===== config.mk =====
export PLATFORM = sky130hd
export DESIGN_NAME = instr_fetch
export DESIGN_NICKNAME = d
export VERILOG_FILES = /design/src/rtl/xm23_pkg.sv /design/src/rtl/fetch_timer.sv /design/src/rtl/instr_fetch.sv
export SDC_FILE = /design/constraint.sdc
export NUM_CORES = 1
export LEC_CHECK = 0
export ABC_CLOCK_PERIOD_IN_PS = 2500
export BUFFER_PORTS_ARGS = -buffer_cell sky130_fd_sc_hd__buf_2
export CAP_MARGIN = 10
export CORE_MARGIN = 2
export CORE_UTILIZATION = 49
export CTS_CLUSTER_SIZE = 20
export DETAILED_ROUTE_END_ITERATION = 7
export PLACE_DENSITY = 0.8
export SLEW_MARGIN = 20
export SYNTH_ARGS = -nofsm -noshare
export SYNTH_HDL_FRONTEND = slang
export SYNTH_HIERARCHICAL = 1
export SYNTH_SLANG_ARGS = --single-unit

===== constraint.sdc =====
create_clock -name clk -period 2.5 [get_ports clk]
set_clock_uncertainty 0.2 [all_clocks]
set_input_delay 0.125 -clock clk [delete_from_list [all_inputs] [get_ports clk]]
set_output_delay 0.125 -clock clk [all_outputs]
set_load 0.05 [all_outputs]

===== src/rtl/xm23_pkg.sv =====
`default_nettype none
// ============================================================================
//  Module   : xm23_pkg
//  Brief    : Shared fetch-unit constants and FSM state encoding.
//  Revision : 1.0
// ============================================================================
package xm23_pkg;

    localparam logic [15:0] c_FETCH_STEP      = 16'd2;
    localparam int          c_MEM_TIMEOUT_DEF = 15;
    localparam int          c_TIMER_W         = 8;

    localparam logic [1:0]  c_ST_IDLE = 2'd0;
    localparam logic [1:0]  c_ST_REQ  = 2'd1;
    localparam logic [1:0]  c_ST_WAIT = 2'd2;
    localparam logic [1:0]  c_ST_HOLD = 2'd3;

    typedef enum logic [1:0] {
        ST_IDLE = c_ST_IDLE,
        ST_REQ  = c_ST_REQ,
        ST_WAIT = c_ST_WAIT,
        ST_HOLD = c_ST_HOLD
    } fetch_state_t;

endpackage
`default_nettype wire


===== src/rtl/fetch_timer.sv =====
`default_nettype none
// ============================================================================
//  Module   : fetch_timer
//  Brief    : Wait-state counter; expired flags the final allowed WAIT cycle.
//  Revision : 1.0
// ============================================================================
module fetch_timer
    import xm23_pkg::*;
#(
    parameter int LIMIT = c_MEM_TIMEOUT_DEF
) (
    input  logic clk,
    input  logic rst,
    input  logic clear,
    input  logic enable,
    output logic expired
);

    localparam logic [c_TIMER_W-1:0] c_LAST = c_TIMER_W'(LIMIT - 1);

    logic [c_TIMER_W-1:0] r_count;

    always_ff @(posedge clk) begin
        if (rst || clear) begin
            r_count <= '0;
        end else if (enable && !expired) begin
            r_count <= r_count + 1'b1;
        end
    end

    assign expired = (r_count == c_LAST);

endmodule
`default_nettype wire


===== src/rtl/instr_fetch.sv =====
`default_nettype none
// ============================================================================
//  Module   : instr_fetch
//  Brief    : Instruction fetch FSM with breakpoint, odd-PC and bus-timeout faults.
//  Revision : 1.0
// ============================================================================
module instr_fetch #(
    parameter int   MEM_TIMEOUT = xm23_pkg::c_MEM_TIMEOUT_DEF,
    parameter logic BKPT_EN     = 1'b1
) (
    input  logic        clk,
    input  logic        rst,
    input  logic        start,
    input  logic [15:0] pc_in,
    input  logic        sleep,
    input  logic [15:0] bkpnt,
    output logic [15:0] mem_addr,
    output logic        mem_rd,
    input  logic [15:0] mem_rdata,
    input  logic        mem_ack,
    output logic [15:0] ir_out,
    output logic        ir_valid,
    input  logic        ir_ready,
    output logic [15:0] pc_next,
    output logic        pc_we,
    output logic        bkpt_hit,
    output logic        fault_odd,
    output logic        fault_bus,
    output logic        busy
);

    import xm23_pkg::*;

    fetch_state_t r_state;
    fetch_state_t w_state_nxt;

    logic [15:0] r_pc;
    logic [15:0] r_ir;
    logic [15:0] r_pc_next;
    logic        r_pc_we;
    logic        r_bkpt_hit;
    logic        r_fault_odd;
    logic        r_fault_bus;

    logic        w_start_ok;
    logic        w_bkpt_ev;
    logic        w_odd_ev;
    logic        w_ack_take;
    logic        w_timeout;
    logic        w_timer_expired;
    logic        w_is_bkpt;

    assign w_is_bkpt = (BKPT_EN == 1'b1) && (pc_in == bkpnt);

    always_comb begin
        w_state_nxt = r_state;
        w_start_ok  = 1'b0;
        w_ack_take  = 1'b0;
        w_timeout   = 1'b0;
        case (r_state)
            ST_IDLE: w_start_ok = start && !sleep;
            ST_REQ:  w_state_nxt = ST_WAIT;
            ST_WAIT: begin
                if (mem_ack) begin
                    w_ack_take  = 1'b1;
                    w_state_nxt = ST_HOLD;
                end else if (w_timer_expired) begin
                    w_timeout   = 1'b1;
                    w_state_nxt = ST_IDLE;
                end
            end
            ST_HOLD: begin
                if (ir_ready) begin
                    w_start_ok  = start && !sleep;
                    w_state_nxt = ST_IDLE;
                end
            end
            default: w_state_nxt = ST_IDLE;
        endcase
        // A rejected start (breakpoint or odd PC) leaves the FSM idle.
        if (w_start_ok) begin
            w_state_nxt = (w_is_bkpt || pc_in[0]) ? ST_IDLE : ST_REQ;
        end
    end

    assign w_bkpt_ev = w_start_ok && w_is_bkpt;
    assign w_odd_ev  = w_start_ok && !w_is_bkpt && pc_in[0];

    always_ff @(posedge clk) begin
        if (rst) begin
            r_state <= ST_IDLE;
        end else begin
            r_state <= w_state_nxt;
        end
    end

    always_ff @(posedge clk) begin
        if (rst) begin
            r_pc        <= 16'h0000;
            r_ir        <= 16'h0000;
            r_pc_next   <= 16'h0000;
            r_pc_we     <= 1'b0;
            r_bkpt_hit  <= 1'b0;
            r_fault_odd <= 1'b0;
            r_fault_bus <= 1'b0;
        end else begin
            r_pc_we     <= w_ack_take;
            r_bkpt_hit  <= w_bkpt_ev;
            r_fault_odd <= w_odd_ev;
            r_fault_bus <= w_timeout;
            if (w_start_ok) begin
                r_pc <= pc_in;
            end
            if (w_ack_take) begin
                r_ir      <= mem_rdata;
                r_pc_next <= r_pc + c_FETCH_STEP;
            end
        end
    end

    fetch_timer #(
        .LIMIT (MEM_TIMEOUT)
    ) u_fetch_timer (
        .clk     (clk),
        .rst     (rst),
        .clear   (r_state != ST_WAIT),
        .enable  (r_state == ST_WAIT),
        .expired (w_timer_expired)
    );

    assign mem_addr  = r_pc;
    assign mem_rd    = (r_state == ST_REQ);
    assign ir_out    = r_ir;
    assign ir_valid  = (r_state == ST_HOLD);
    assign pc_next   = r_pc_next;
    assign pc_we     = r_pc_we;
    assign bkpt_hit  = r_bkpt_hit;
    assign fault_odd = r_fault_odd;
    assign fault_bus = r_fault_bus;
    assign busy      = (r_state != ST_IDLE);

endmodule
`default_nettype wire


Word-level counts from Yosys, hierarchy flattened
Index checks and enable logic that the tools add are counted.

Bitwise logic cells: 1. Multiplexer cells: 11. Reduce and logical (&&, ||, !) cells: 15. Add/sub/neg operators: 2. Eq/ne operators: 8.

Operator list (count): $add A16 B2 Y16 const B (1); $eq A16 B16 Y1 (1); $add A8 B1 Y8 const B (1); $eq A8 B4 Y1 const B (1); $mux W2 (4); $pmux W2 S3 (1); $logic_and A1 B1 Y1 (5); $mux W1 (5); $eq A2 B2 Y1 const B (2); $ne A4 B4 Y1 const B (1); $reduce_bool A4 Y1 (1); $logic_not A1 Y1 (3); $ne A3 B1 Y1 const B (1); $reduce_and A3 Y1 (1); $reduce_or A3 Y1 (1); $eq A2 B1 Y1 const B (1); $logic_not A2 Y1 (1); $logic_or A1 B1 Y1 (2); $ne A2 B2 Y1 const B (1); $pmux W1 S2 (1); $reduce_bool A2 Y1 (1); $not A1 Y1 (1).

Logic and storage cells: 46. Register bits: 62. Output and inout bits: 55. Input bits: 54.

Longest topological paths before layout
Gate-level depths: netlist of run 1.

Depth after elaboration: 6. Gate-level depth with buffers: 9. Mapped depth without buffers: 8.

Modules after synthesis
The synthesis of run 1 kept the hierarchy.

Modules (own cells, without submodules): instr_fetch (cells an instance 271, seq. area each 1081.0 um^2, instances 1, area each 2416.1 um^2); fetch_timer (cells an instance 52, seq. area each 160.2 um^2, instances 1, area each 435.4 um^2).

Worst setup path after synthesis of run 1
No wires, ideal clock.

Path kind: register to register. Start point: reg r_state[1]. End point: reg r_pc[10], in the netlist mem_addr[10]. Required time: 2.172 ns. Data arrival time: 1.820 ns. Period minus slack after synthesis: 2.147 ns. Buffers on the path: 1. Setup time: 0.128 ns. Setup slack: 0.353 ns. Stages on the path, launching flop included: 7. Cell sequence: dfxtp_1 > ha_1 > a21oi_1 > nor4b_2 > buf_2 > mux2i_1 > nor2_1.

Longest elaborated chain between the ends: 2. Elaborated cells on any way between the ends: 3. Classes of those cells: eq/ne: 1; mux: 1; reduce/logical: 1.

RTL lines: start, declared (RTL line instr_fetch.sv:34) `fetch_state_t r_state;`; start signal, assigned (RTL line instr_fetch.sv:93) `r_state <= w_state_nxt;`; $eq A2 B2 Y1; named net ir_valid (RTL line instr_fetch.sv:22) `output logic ir_valid,`; $pmux W1 S2 (RTL line instr_fetch.sv:60) `case (r_state)`; end signal, assigned (RTL line instr_fetch.sv:112) `r_pc <= pc_in;`; end, declared (RTL line instr_fetch.sv:37) `logic [15:0] r_pc;`.

The timed path passes the listed nets, and every way through them passes these cells. A chain may end at the register's enable or synchronous reset.

Final worst setup path of run 1
Start point: reg u_fetch_timer.r_count[0]. End point: reg r_state[0].

Longest elaborated chain between the ends: 3.

RTL lines: start, declared (RTL line fetch_timer.sv:21) `logic [c_TIMER_W-1:0] r_count;`; start signal, assigned (RTL line fetch_timer.sv:27) `r_count <= r_count + 1'b1;`; $eq A8 B4 Y1 (RTL line fetch_timer.sv:31) `assign expired = (r_count == c_LAST);`; named net w_timer_expired (RTL line instr_fetch.sv:50) `logic w_timer_expired;`; $ne A4 B4 Y1 (no source line); $reduce_and A3 Y1 (no source line).

The timed path passes the listed nets, and every way through them passes these cells.

==> results.py, run 1 <==
metrics = {
    "global_routing": {
        "grt_pass1_vias": 2648,
        "grt_max_degree": 45,
        "grt_antenna_before_repair": 0,
        "grt_overflow_total": 0,
        "grtUsageTotal_pct": 23.5,
        "grt_pass1_wl_um": 11600,
    },
    "floorplanning": {
        "start_util_pct": 51.2,
        "die_w_um": 80.3,
        "rows": 27,
        "core_area_um2": 5570,
        "die-area_um2": 6450,
        "pin_count": 109,
        "die-height_um": 80.3,
    },
    "placed_design": {
        "portBuffers": 108,
        "dp_cells": 491,
        "gp_congestion": 0.822,
        "dp_hpwl_um": 4750,
    },
    "sta": {
        "slew_violations": 0,
        "finalHoldViolCount": 0,
        "timing.fmax_ghz": 0.469,
        "worst-slew-pin-transition_ps": 546,
        "finalCritPeriodShare_pct": 85.3,
        "rsz0062_at_grt": "false",
        "min_period_ps": 2130,
        "setup_viol": 0,
        "fin_setup_tns_ps": 0,
        "max_slew_margin_pct": 63.6,
    },
    "routing": {
        "m1WireLength_um": 3150,
        "drc_errors": 0,
        "viasPerCell": 5.14,
        "highest_layer": "met4",
        "routed_wirelength_um": 7420,
        "met2WireLength_um": 3570,
        "drt.antenna.violating_nets": 0,
        "first_pass_iters": 4,
        "vias": 2768,
        "post_drt_wl_per_cell_um": 13.8,
        "drtIter0Drc": 103,
        "met3_length_um": 523,
    },
    "yosys": {
        "avgSynthCellArea_um2": 8.83,
        "syn-cell-area_um2": 2850,
        "syn_inst": 323,
        "ys_ff_latch": 62,
        "yosysWarnings": 6,
        "syn-num-nets": 384,
        "synth.distinct_cells": 40,
        "ys_seq_area_share_pct": 43.5,
    },
    "finish": {
        "fillers": 409,
        "fin_nets": 524,
        "multi_input_area_um2": 1510,
        "final_common_cell": "buf_2",
        "diodes": 0,
        "ff_latch_area_um2": 1240,
        "fin_cells": 539,
        "area_growth_pct": 41.8,
        "final_cell_mix": "buf_2 (108), dfxtp_1 (62), nand2_1 (50), nor2_1 (36), dlygate4sd3_1 (33)",
        "drive_gt1_share_pct": 30.4,
    },
    "power": {
        "powerDensity_nw_per_um2": 843,
        "vdd_drop_max_mv": 0.698,
        "p_leak_uw": 0.00173,
    },
    "worst_setup_path": {
        "critPathArrivalTime_ps": 2210,
        "cp.required_ps": 2580,
        "crit_fanout": 8,
        "crit_type": "reg -> reg",
        "crit_path_start_kind": "flip-flop",
        "endpoint_kind": "flip-flop",
    },
    "run": {
        "maxCapViolCount": 0,
    },
    "clock_tree": {
        "cts_setup_buffers": 0,
        "htreeDepth": 3,
        "cts_tree": "done",
        "clockBufferDepth": 2,
        "cts_buffers": 9,
        "clock-sinks": 62,
        "path_clk_slew_ps": 70,
        "worstSkewPairLatency_ps": 330,
        "root_buffer": "clkbuf_8",
    },
    "status": {
        "outcome": "finished, final reports clean",
    },
    "hold_path": {
        "hp-class": "in -> reg",
    },
}
-- registers in the layout (all words and copies together) (netlist names) --
name                   cells
bkpt_hit                   1
fault_bus                  1
fault_odd                  1
ir_out                    16
mem_addr                  16
pc_next                   16
pc_we                      1
r_state                    2
u_fetch_timer/r_count      8
-- cells in the mapped netlist, drive strengths merged --
master | count | area, µm²
dfxtp | 62 | 1240
nand2 | 50 | 188
nor2 | 36 | 135
a21oi | 28 | 140
mux2i | 19 | 190
xor2 | 18 | 158
a211oi | 13 | 108
clkbuf | 12 | 45.0
inv | 10 | 37.5
xnor2 | 9 | 78.8
nor4 | 8 | 68.8
ha | 7 | 87.6
nor3 | 7 | 40.0
nand4 | 6 | 65.1
o21ai | 6 | 30.0
buf | 5 | 25.0
nand3 | 5 | 30.0
or3 | 4 | 26.3
a2111o | 2 | 22.5
a311oi | 2 | 17.5
and2 | 2 | 12.5
and4b | 2 | 20.0
nor2b | 2 | 12.5
a211o | 1 | 8.76
a21bo | 1 | 10.0
a32o | 1 | 10.0
nor3b | 1 | 7.51
nor4b | 1 | 15.0
o31ai | 1 | 7.51
or2 | 1 | 6.26
or4 | 1 | 7.51
-- final cells by class --
| cell class | instances | area share, % |
|---|---|---|
| tap | 72 | 2.23 |
| clock buffer | 12 | 4.08 |
| inverter | 10 | 0.928 |
| timing repair buffer | 146 | 22.5 |
| sequential | 62 | 30.7 |
| multi-input combinational | 234 | 37.4 |
| clock inverter | 3 | 2.23 |
-- what timing repair did --
item	4_1_cts	5_1_grt
endpoints found under the hold margin	34	0
hold buffers	33	0
setup endpoints to repair	0	0
gates resized for setup	0	0
-- critical path, cell delays in order (launching register included) --
cell      delay [ps]
dfxtp_1          350
inv_1             90
ha_1             140
and4b_1          360
and2_1           170
inv_1             60
a211oi_2         280
mux2i_1          290
a32o_1           150
-- stage by stage --
step	utilization (%)	setup WS [ps]	cell area (µm²)	hold slack, ps	total power (µW)
2_1_floorplan	-	353	2850	3.66	2010
3_3_place_gp	62.0	527	3460	146	2240
3_5_place_dp	62.0	469	3460	152	2260
4_1_cts	72.5	396	4040	39.5	3420
5_1_grt	72.5	184	4040	74.9	3570
6_report	72.5	367	4040	65.5	3410
-- per-layer routing --
layer	up-vias	track usage, %
met4	0	13.4
met1	1236	26.3
met2	125	39.0
met3	12	7.87
li1	1395	-
met5	-	0
-- cell families (layout without fill, tap and decap cells) --
logic type                 count (synthesis)  after routing  synth area share (%)
AOI/OAI and AO/OA                         55             55                  12.4
xor gates and xnor gates                  27             27                  8.29
and+or+nand+nor                          126            126                  22.2
muxes                                     19             19                  6.67
adders and majority gates                  7              7                  3.07
buffers and inverters                     27            171                  3.77
DFF                                       62             62                  43.5
-- where the power goes --
part	internal (µW)	switching, µW	leakage [µW]	total, µW
sequential	1100	102	0.000502	1200
combinational	348	749	0.00110	1100
clock	739	373	0.000129	1110
-- final timing paths --
| kind | start | slack, ps | cells after the start | endpoint |
|---|---|---|---|---|
| setup reg to reg | u_fetch_timer/r_count[0]$_SDFFE_PP0P_ | 370 | 8 | r_state[0]$_SDFFE_PP0P_ |
| hold reg to reg | ir_out[7]$_SDFFE_PP0P_ | 250 | 2 | ir_out[7]$_SDFFE_PP0P_ |
| hold / removal | rst | 70 | 2 | mem_addr[2]$_SDFFE_PP0P_ |
| setup / recovery | u_fetch_timer/r_count[0]$_SDFFE_PP0P_ | 370 | 8 | r_state[0]$_SDFFE_PP0P_ |
Power figures use the tool's default switching activity.
==> run 2, diff against run 1 <==
- ABC_AREA: not set -> 1
- CORE_UTILIZATION: 49 -> 50
==> run 2 against run 1 <==
Total power down 7.4%. Final cell count up 28%. Core utilization down 1.9 points. Die area up 5.5%. Combinational power up 7%. Sequential share of layout area down 1.0 points. Clock-buffer cell count up 3. Non-clock buffer count up 1. First-iteration DRC count up 9.7%. Flip-flop and latch count unchanged. Via count up 20%. Setup slack better by 160 ps.
==> results.py, run 2 <==
metrics = {
    "status": {
        "outcome": "finished, final reports clean",
    },
    "finish": {
        "area_growth_pct": 35.9,
        "fin_cells": 689,
        "fin_nets": 670,
        "final_common_cell": "nand2_1",
        "drive_gt1_share_pct": 22.5,
        "diodes": 0,
        "final_cell_mix": "nand2_1 (114), buf_2 (108), nor2_1 (91), inv_1 (66), dfxtp_1 (62)",
    },
    "yosys": {
        "synth-edff-count": 0,
        "synth.distinct_cells": 28,
        "avgSynthCellArea_um2": 6.65,
        "synth_top_area_cell": "dfxtp_1",
        "ys_seq_area_share_pct": 40.3,
        "syn-cell-area_um2": 3080,
        "ys.flop_type": "dfxtp_1",
        "async_flop_share_pct": 0,
        "syn-num-nets": 524,
        "synth_top_area_share_pct": 40.3,
        "syn_inst": 463,
        "ys_top_cells_by_count": "nand2_1 (114), nor2_1 (91), inv_1 (66)",
        "synth.area.top_cells": "dfxtp_1 (40%), nand2_1 (14%), nor2_1 (11%)",
        "ys_ff_latch": 62,
        "synth.most_common_cell": "nand2_1",
        "yosysWarnings": 6,
    },
    "routing": {
        "highest_layer": "met4",
        "met2WireLength_um": 3820,
        "first_pass_iters": 4,
        "routed_wirelength_um": 7860,
        "met3_length_um": 556,
        "post_drt_wl_per_cell_um": 11.4,
        "drc_errors": 0,
        "viasPerCell": 4.84,
        "m1WireLength_um": 3220,
        "drt.antenna.violating_nets": 0,
        "vias": 3332,
        "drtIter0Drc": 113,
    },
    "floorplanning": {
        "rows": 28,
        "start_util_pct": 52.0,
        "die-height_um": 82.5,
        "die-area_um2": 6800,
        "core_area_um2": 5920,
        "pin_count": 109,
        "die_w_um": 82.5,
    },
    "clock_tree": {
        "htreeDepth": 3,
        "root_buffer": "clkbuf_8",
        "worstSkewPairLatency_ps": 330,
        "clock-sinks": 62,
        "cts_tree": "done",
        "clockBufferDepth": 2,
        "path_clk_slew_ps": 60,
        "cts_buffers": 9,
        "cts_resized": 0,
        "cts_setup_buffers": 0,
    },
    "sta": {
        "fin_setup_tns_ps": 0,
        "finalWorstSetupSlack_ps": 525,
        "slew_violations": 0,
        "finalCritPeriodShare_pct": 79.0,
        "min_period_ps": 1980,
        "rsz0062_at_grt": "false",
        "finalHoldViolCount": 0,
        "max_slew_margin_pct": 73.6,
        "setup_viol": 0,
        "timing.fmax_ghz": 0.506,
        "holdWs_ps": 34.2,
        "worst-slew-pin-transition_ps": 395,
    },
    "hold_path": {
        "hp-class": "in -> reg",
        "holdPathStages": 5,
        "hp-start": "sleep",
        "hold_end": "mem_addr[3]$_SDFFE_PP0P_",
    },
    "worst_setup_path": {
        "critPathArrivalTime_ps": 2000,
        "worst_r2r_path_depth": 8,
        "rr_endpoint": "r_state[0]$_SDFFE_PP0P_",
        "crit_fanout": 12,
        "max_stage_delay_ps": 360,
        "critPathMostFrequentCell": "nand2_1",
        "cp.required_ps": 2530,
        "crit_type": "reg -> reg",
        "endpoint_kind": "flip-flop",
        "ff2ff_setup_slack_ps": 520,
        "crit_path_start_kind": "flip-flop",
        "cpLargestDelayFamily": "simple AND/OR/NAND/NOR gates",
        "crit_path_top_delay_cell": "dfxtp_1",
        "path_cells": "inv_1, ha_1, nor3b_2, nand2_2, nand2_1, nor2_1, nand2_1, nand2_1",
        "path_buf_inv": 1,
        "reg2reg_from": "r_state[0]$_SDFFE_PP0P_",
    },
    "power": {
        "powerDensity_nw_per_um2": 755,
        "vdd_drop_max_mv": 0.534,
        "p_leak_uw": 0.00212,
    },
    "placed_design": {
        "dpl_worst_slack_ps": 545,
        "dp_cells": 638,
        "dp_hpwl_um": 5640,
        "portBuffers": 108,
        "gp_congestion": 0.926,
    },
    "run": {
        "maxCapViolCount": 0,
    },
    "global_routing": {
        "grt_pass1_wl_um": 13100,
        "grt_max_degree": 24,
        "grt_overflow_total": 0,
        "grtUsageTotal_pct": 25.2,
        "grt_pass1_vias": 3226,
        "grt_antenna_before_repair": 0,
    },
}
## run 2: report_power, final
part / internal, µW / switching, µW
logic: 317 / 864
registers: 1130 / 103
clock network: 388 / 358
total: 1830 / 1320
## run 2: kinds of logic after synthesis
kind of cell	share of synthesized area [%]
xor gates and xnor gates	2.84
buffers and inverters	10.6
adders and majority gates	2.84
AOI/OAI and AO/OA	10.7
DFF	40.3
and+or+nand+nor	32.8
## run 2: final cells by class
type	instances	area, µm²
well taps	75	93.8
clock buffers	15	156
clock inverters	1	5.00
flip-flops and latches	62	1240
repair buffers	147	921
fillers	492	1740
inverters	68	255
multi-input cells	321	1510
## run 2: worst max-delay path by stage
stage                     cells past startpoint  slack, ps                                  start                       to
after floorplan                               7        630               mem_addr[1]$_SDFFE_PP0P_  pc_next[9]$_SDFFE_PP0P_
final                                         8        520                r_state[0]$_SDFFE_PP0P_  r_state[0]$_SDFFE_PP0P_
after global placement                        8        610                r_state[0]$_SDFFE_PP0P_  r_state[0]$_SDFFE_PP0P_
after CTS                                     8        540                r_state[0]$_SDFFE_PP0P_  r_state[0]$_SDFFE_PP0P_
after global routing                          7        380  u_fetch_timer/r_count[0]$_SDFFE_PP0P_     fault_bus$_SDFF_PP0_
after detailed placement                      8        540                r_state[0]$_SDFFE_PP0P_  r_state[0]$_SDFFE_PP0P_
## run 2: metal layers
layer | GRT usage, % | vias to the layer above
li1 | - | 1731
met1 | 26.2 | 1463
met2 | 44.4 | 113
met3 | 7.61 | 25
met4 | 14.8 | 0
met5 | 0 | -
## run 2: metrics by stage
| step | cell area, µm² | total power (µW) | utilization (%) |
|---|---|---|---|
| 6_report | 4190 | 3160 | 70.7 |
| 5_1_grt | 4190 | 3330 | 70.7 |
| 4_1_cts | 4190 | 3180 | 70.7 |
| 3_5_place_dp | 3670 | 2390 | 62.0 |
| 3_3_place_gp | 3670 | 2370 | 62.0 |
| 2_1_floorplan | 3080 | 2110 | - |
## run 2: worst register-to-register path, cell delays in order, from the launching register on
cell and delay (ps):
dfxtp_1 360, inv_1 90, ha_1 310, nor3b_2 180, nand2_2 150, nand2_1 340, nor2_1 110, nand2_1 80
nand2_1 50
## run 2: timing repair
item,CTS,global route
hold endpoints to repair,36,0
endpoints found under the setup margin,0,0
hold buffers,35,0
